<file path="src/rtl/pipelined_carry_skip_add.sv">
// pipelined_carry_skip_add: valid/ready pipelined carry-skip adder/subtractor with carry, overflow and zero flags.
// Each register stage resolves GPS skip groups; operands travel with the transaction and finished sum bits are carried along.
module pipelined_carry_skip_add #(
    parameter int N      = 32,
    parameter int BLOCK  = 4,
    parameter int STAGES = 2
) (
    input  logic         clk,
    input  logic         rst_n,
    input  logic         in_valid,
    output logic         in_ready,
    input  logic [N-1:0] a,
    input  logic [N-1:0] b,
    input  logic         ci,
    input  logic         sub,
    output logic         out_valid,
    input  logic         out_ready,
    output logic [N-1:0] c,
    output logic         co,
    output logic         ov,
    output logic         zero
);
    localparam int G   = N / BLOCK;
    localparam int GPS = G / STAGES;
    localparam int W   = $clog2(N);

    if (N % BLOCK != 0 || STAGES < 1 || STAGES > G || G % STAGES != 0) begin : g_bad
        $fatal(1, "pipelined_carry_skip_add: illegal N/BLOCK/STAGES combination");
    end

    logic         w_adv;
    logic         w_v  [STAGES];
    logic [N-1:0] w_a  [STAGES];
    logic [N-1:0] w_b  [STAGES];
    logic [N-1:0] w_s  [STAGES];
    logic         w_cy [STAGES];
    logic [N-1:0] w_ns [STAGES];
    logic         w_ncy[STAGES];
    logic         w_cm [STAGES];
    logic         r_v  [STAGES];
    logic [N-1:0] r_a  [STAGES];
    logic [N-1:0] r_b  [STAGES];
    logic [N-1:0] r_s  [STAGES];
    logic         r_cy [STAGES];
    logic         r_ov;
    logic         r_z;

    assign w_adv     = !r_v[STAGES-1] | out_ready;
    assign in_ready  = w_adv;
    assign w_v[0]    = in_valid;
    assign w_a[0]    = a;
    assign w_b[0]    = sub ? ~b : b;
    assign w_cy[0]   = ci;
    assign w_s[0]    = '0;

    for (genvar s = 0; s < STAGES; s++) begin : g_st
        logic [N-1:0] l_s;
        logic [W-1:0] l_i;
        logic         l_cy, l_cm, l_gc, l_p, l_x;
        always_comb begin
            l_s  = w_s[s];
            l_cy = w_cy[s];
            l_cm = 1'b0;
            l_gc = 1'b0;
            l_p  = 1'b0;
            l_x  = 1'b0;
            l_i  = '0;
            for (int g = 0; g < GPS; g++) begin
                l_gc = l_cy;
                l_p  = 1'b1;
                for (int k = 0; k < BLOCK; k++) begin
                    l_i      = W'((s * GPS + g) * BLOCK + k);
                    l_x      = w_a[s][l_i] ^ w_b[s][l_i];
                    l_s[l_i] = l_x ^ l_gc;
                    l_cm     = (l_i == W'(N - 1)) ? l_gc : l_cm;
                    l_gc     = (w_a[s][l_i] & w_b[s][l_i]) | (l_x & l_gc);
                    l_p      = l_p & l_x;
                end
                // skip mux: a fully propagating group forwards its carry-in directly
                l_cy = l_p ? l_cy : l_gc;
            end
        end
        assign w_ns[s]  = l_s;
        assign w_ncy[s] = l_cy;
        assign w_cm[s]  = l_cm;
        if (s < STAGES - 1) begin : g_nx
            assign w_v[s+1]  = r_v[s];
            assign w_a[s+1]  = r_a[s];
            assign w_b[s+1]  = r_b[s];
            assign w_s[s+1]  = r_s[s];
            assign w_cy[s+1] = r_cy[s];
        end
    end

    always_ff @(posedge clk) begin
        if (!rst_n) begin
            for (int i = 0; i < STAGES; i++) begin
                r_v[i]  <= 1'b0;
                r_a[i]  <= '0;
                r_b[i]  <= '0;
                r_s[i]  <= '0;
                r_cy[i] <= 1'b0;
            end
            r_ov <= 1'b0;
            r_z  <= 1'b0;
        end else if (w_adv) begin
            for (int i = 0; i < STAGES; i++) begin
                r_v[i]  <= w_v[i];
                r_a[i]  <= w_a[i];
                r_b[i]  <= w_b[i];
                r_s[i]  <= w_ns[i];
                r_cy[i] <= w_ncy[i];
            end
            r_ov <= w_cm[STAGES-1] ^ w_ncy[STAGES-1];
            r_z  <= ~|w_ns[STAGES-1];
        end
    end

    assign out_valid = r_v[STAGES-1];
    assign c         = r_s[STAGES-1];
    assign co        = r_cy[STAGES-1];
    assign ov        = r_ov;
    assign zero      = r_z;
endmodule

</file>
<file path="config.mk">
export PLATFORM = sky130hd
export DESIGN_NAME = pipelined_carry_skip_add
export DESIGN_NICKNAME = d
export VERILOG_FILES = /design/src/rtl/pipelined_carry_skip_add.sv
export SDC_FILE = /design/constraint.sdc
export NUM_CORES = 1
export LEC_CHECK = 0
export CAP_MARGIN = 10
export CELL_PAD_IN_SITES_DETAIL_PLACEMENT = 0
export CELL_PAD_IN_SITES_GLOBAL_PLACEMENT = 2
export CORE_ASPECT_RATIO = 0.9
export CORE_MARGIN = 4
export CORE_UTILIZATION = 34
export CTS_CLUSTER_DIAMETER = 30
export DETAILED_ROUTE_END_ITERATION = 6
export PLACE_DENSITY = 0.78
export SETUP_SLACK_MARGIN = 0.05
export SKIP_LAST_GASP = 1
export SYNTH_ARGS = -nofsm -noshare
export SYNTH_HDL_FRONTEND = slang
export SYNTH_SLANG_ARGS = --single-unit
</file>
<file path="constraint.sdc">
create_clock -name clk -period 14.25 [get_ports clk]
set_input_delay 4.275 -clock clk [delete_from_list [all_inputs] [get_ports clk]]
set_output_delay 4.275 -clock clk [all_outputs]
set_load 0.02 [all_outputs]
</file>
[Word-level counts from Yosys, hierarchy flattened]
Memory sizes are Yosys's and may differ from the RTL's.
Cells that the tools add are included.
Cells by class
  mux-type cells: 23
  bitwise logic cells: 197
  reduce and logical (&&, ||, !) cells: 3
Operators by type and width (number)
  $mux 32: 7
  $and 1x1->1: 88
  $xor 1x1->1: 65
  $or 1x1->1: 43
  $not 32->32: 1
  $reduce_or 32->1: 1
  $mux 1: 16
  $logic_not 1->1: 2
Word-level totals
  flip-flop bits (word level): 2
  RAM bits: 196
  input bits: 70
  output and inout port bits: 37
  word-level logic and storage cells: 230
  memories: 5
Memory list
  r_a: words 2, bits a word 32, read ports 1, clocked after memory_dff 0, write ports 2, RTL line 41  | logic [N-1:0] r_a [STAGES];
  r_b: words 2, bits a word 32, read ports 1, clocked after memory_dff 0, write ports 2, RTL line 42  | logic [N-1:0] r_b [STAGES];
  r_s: words 2, bits a word 32, read ports 2, clocked after memory_dff 0, write ports 2, RTL line 43  | logic [N-1:0] r_s [STAGES];
  r_cy: words 2, bits a word 1, read ports 2, clocked after memory_dff 0, write ports 2, RTL line 44  | logic r_cy [STAGES];
  r_v: words 2, bits a word 1, read ports 2, clocked after memory_dff 0, write ports 2, RTL line 40  | logic r_v [STAGES];

[Logic depth before layout (Yosys ltp)]
  depth after elaboration: 40
  mapped depth: 29
  gate-level depth less buffers: 27

[Worst setup path before layout]
OpenSTA, ideal clock, no wires.
  path type: input -> register
  from: in sub
  to: mem r_s[0][15], data pin
  setup time: 0.255 ns
  data arrival time: 11.833 ns
  required time: 13.995 ns
  path slack: 2.162 ns
  cell stages on the path: 28
  buffers on the path: 2
  cell sequence: buf_2 -> buf_2 -> xor2_1 -> fa_1 -> inv_1 -> fa_1 -> fa_1 -> fa_1 -> inv_1 -> mux2i_1 -> fa_1 -> fa_1 -> fa_1 -> fa_1 -> mux2i_1 -> inv_1 -> fa_1 -> fa_1 -> fa_1 -> fa_1 -> nand2_1 -> o21ai_0 -> fa_1 -> fa_1 -> fa_1 -> inv_1 -> fa_1 -> and3_1
RTL lines
  from (decl): RTL line 15  | input logic sub,
  to (decl): RTL line 43

==> metrics.md <==
| Metric | Value |
|---|---|
| Run status | `completed` |
| Antenna violations before repair | `0` |
| Synth Area in XOR/XNOR | `5.76%` |
| Die X | `roughly 130 um` |
| Worst hold path type | `register to register` |
| Internal Power | `536 uW` |
| Post-synth EDFFs | `84` |
| Initial drt markers | `between 150 and 200` |
| Placement Cell Area | `6100 um2` |
| Post-Synth Adder-Cell Area | `between 20 and 25%` |
| Setup Fix Bufs, Post-CTS | `0` |
| Area occupied by multi-input gates | `2090 um2` |
| Maximum vdd ir drop | `approximately 0.064 mV` |
| Top_reg_cell synth | `edfxtp_1` |
| Async SR Flop Fraction | `0%` |
| Largest net degree at the start of global routing | `60` |
| Setup crit start kind | `input port` |
| Fin area | `roughly 6400 um2` |
| R2R depth | `26` |
| Clock Power Share | `about a third` |
| Placer Congestion | `0.795` |
| Hold path start | `zero` |
| Crit path max fanout | `3` |
| Global-route wire length before repair | `15,900 um` |
| NetSw | `around 190 uW` |
| Clock Latency Late Sink | `around 0.34 ns` |
| Number of inserted diodes | `0` |
| Reg clk slew, reported paths | `0.06 ns` |
| Synth Area in Compound Gates | `between 1.5 and 2%` |
| DRC Markers | `0` |
| Final nets | `slightly above 600` |
| Sequential fraction of the synthesis area | `52.7%` |
| FILL cells | `between 1,000 and 1,500` |
| Ratio of routed vias to standard cells | `4.38` |
| Share of layout cells above drive strength 1 | `roughly 6.5%` |
| Routed len/inst | `around 15 um` |
| Crit end category | `register` |
| Fin. Hold Viols | `0` |
| Post-DP HPWL | `7390 um` |
| Setup TNS | `0 ns` |
| Routed wire length | `a little under 10,000 um` |
| Register share of total power | `between 40% and 50%` |
| P_leak | `0.00282 uW` |
| Sw Ratio | `a little over a quarter` |
| R2R setup slack | `between 5 and 6 ns` |
| GRT overflow | `0` |
| Reg2reg end | `zero` |
| CTS tree | `built` |
| CTS Buf Count | `9` |
| Critical path class | `input port to register` |
| Hold Buf Count CTS | `0` |
| Combinational share of power | `21.9%` |
| Endpoints failing setup | `0` |
| # Max-Cap Violations | `0` |
| TritonRoute pass-1 iters | `4` |
| PostCTS Resize Cnt | `0` |
| Post-Syn Area | `roughly 5000 um2` |
| Period utilisation layout | `between 80% and 90%` |
| CTS Sinks | `86` |
| Commonest non-fill, non-tap cells in the layout | `clkdlybuf4s50_1 (104), edfxtp_1 (84), and3_1 (51), nor2_1 (34)` |
| Clk_skew | `0.00796 ns` |
| Initial Utilization | `around a third` |
| Simple-Gate Fraction of Synth Area | `roughly an eighth` |
| Slew margin rel. | `between 40 and 50%` |
| Register area | `2560 um2` |
| CTS root buffer | `clkbuf_16` |
| Area delta synth->final | `31.6%` |
| Worst hold path depth | `2` |
| Vias | `2,929` |
| Core Region | `approximately 14,000 um2` |
| Vias in the first global route | `about 3,200` |
| R2r startpoint | `r_a[0][16]` |
| I/O pin total | `~110` |
| Chip height | `~120 um` |
| Max Clk Rate | `around 0.081 GHz` |
| Most common cell after layout, fill and taps aside | `clkdlybuf4s50_1` |
| Total GRT Usage | `between 10% and 20%` |
| Crit path DAT | `approximately 12 ns` |
| Ys Warns | `0` |
| Post-synthesis mux area share | `less than 1%` |
| Post-Syn Area per Cell | `approximately 13 um2` |
| Endpoint, Worst Hold | `zero` |
| Die area | `approximately 16,000 um2` |
| Mapped Cells | `370` |
| Worst-case clock buffer depth | `2` |
| Post-route ant nets | `0` |
| H-Tree Depth | `3` |
| Final Slew Violations | `0` |
| Pwr dens | `113 nW/um2` |
| Combinational family with the most area after synthesis | `adder cells` |
| Row cnt | `between 40 and 50` |
| RSZ-0062 raised after global routing | `no` |
| Buffers on Ports | `between 100 and 150` |
| Worst EP required | `about 14 ns` |
| Worst-margin pin slew | `between 0.8 and 0.9 ns` |
| Synth cell types | `33` |
| Register bit count reported by yosys | `86` |
| Minimum clock period after layout | `roughly 12 ns` |
| Mapped Nets | `roughly 500` |
## cells in the mapped netlist (all sizes together), types with 2 or more instances
library cell	number	area, um2
and3	51	319
dfxtp	2	40.0
fa	32	641
mux2i	2	20.0
and4	2	17.5
xor2	16	140
nand2	7	33.8
nor4	7	43.8
o21ai	2	13.8
ha	32	400
nand4	7	43.8
nand3	4	20.0
inv	37	139
nor2	35	139
clkbuf	13	48.8
edfxtp	84	2520
nand2b	2	12.5
a21oi	4	20.0
buf	6	30.0
xnor2	16	140
## state kept, by name, indices dropped and copies added, names as in the netlist
signal,count
r_v,2
r_a,16
ov,1
r_b,16
r_cy,2
zero,1
r_s,48
## power groups by stage
stage	Combinational [uW]	Clock, uW	Sequential, uW
detailed placement	162	0	338
global route	179	252	336
CTS	163	240	333
floorplan	73.2	0	352
finish	159	235	332
global placement	161	0	337
## logic make-up after synthesis
logic type | count (synthesis)
and+or+nand+nor | 118
xor gates and xnor gates | 32
muxes | 3
buffers and inverters | 56
AOI/OAI and AO/OA | 11
adders and majority gates | 64
DFF | 86
## layout make-up
class / instances / area share (%)
Inverter: 37 / 2.19
Clock inverter: 6 / 0.938
Clock buffer: 10 / 3.73
Sequential cell: 86 / 40.0
Tap cell: 193 / 3.77
Timing Repair Buffer: 109 / 16.8
Multi-Input combinational cell: 228 / 32.6
## per-layer routing
| metal | vias to the layer above | global-route usage, % | wire length (um) |
|---|---|---|---|
| li1 | 1464 | - | - |
| met1 | 1388 | 15.7 | 4330 |
| met2 | 64 | 22.1 | 5020 |
| met3 | 13 | 2.36 | 374 |
| met4 | 0 | 5.53 | 193 |
| met5 | - | 0 | 0 |
## critical path, stage by stage
cell and delay (ns):
clkdlybuf4s50_1 0.47, xor2_1 0.24, fa_1 0.22, inv_1 0.05, fa_1 0.41, fa_1 0.43, fa_1 0.39, inv_1 0.06
mux2i_1 0.10, fa_1 0.43, fa_1 0.43, fa_1 0.43, fa_1 0.39, mux2i_1 0.37, inv_1 0.11, fa_1 0.43
fa_1 0.41, fa_1 0.39, fa_1 0.36, nand2_1 0.08, o21ai_0 0.12, fa_1 0.42, fa_1 0.40, fa_1 0.38
inv_1 0.08, fa_1 0.40, and3_1 0.17
## worst max path at each step
| stage | from | cells after the start | end |
|---|---|---|---|
| 6_report | b[0] | 27 | r_s[0][15] |
| 5_1_grt | b[0] | 27 | r_s[0][15] |
| 4_1_cts | b[0] | 27 | r_s[0][15] |
| 3_5_place_dp | b[0] | 27 | r_s[0][15] |
| 3_3_place_gp | b[0] | 27 | r_s[0][15] |
| 2_1_floorplan | sub | 28 | r_s[0][15] |
## stage by stage
step | std cells | setup slack (ns) | power (uW) | util [%] | hold slack (ns)
finish | 669 | 1.91 | 727 | 45.7 | 0.456
global route | 669 | 1.60 | 767 | 45.7 | 0.474
CTS | 669 | 1.90 | 736 | 45.7 | 0.462
detailed placement | 653 | 1.54 | 500 | 43.6 | 0.449
global placement | 653 | 1.67 | 498 | 43.6 | 0.443
floorplan | 370 | 2.16 | 425 | - | 0.499
Note: power is estimated with default switching activity, not from simulation.
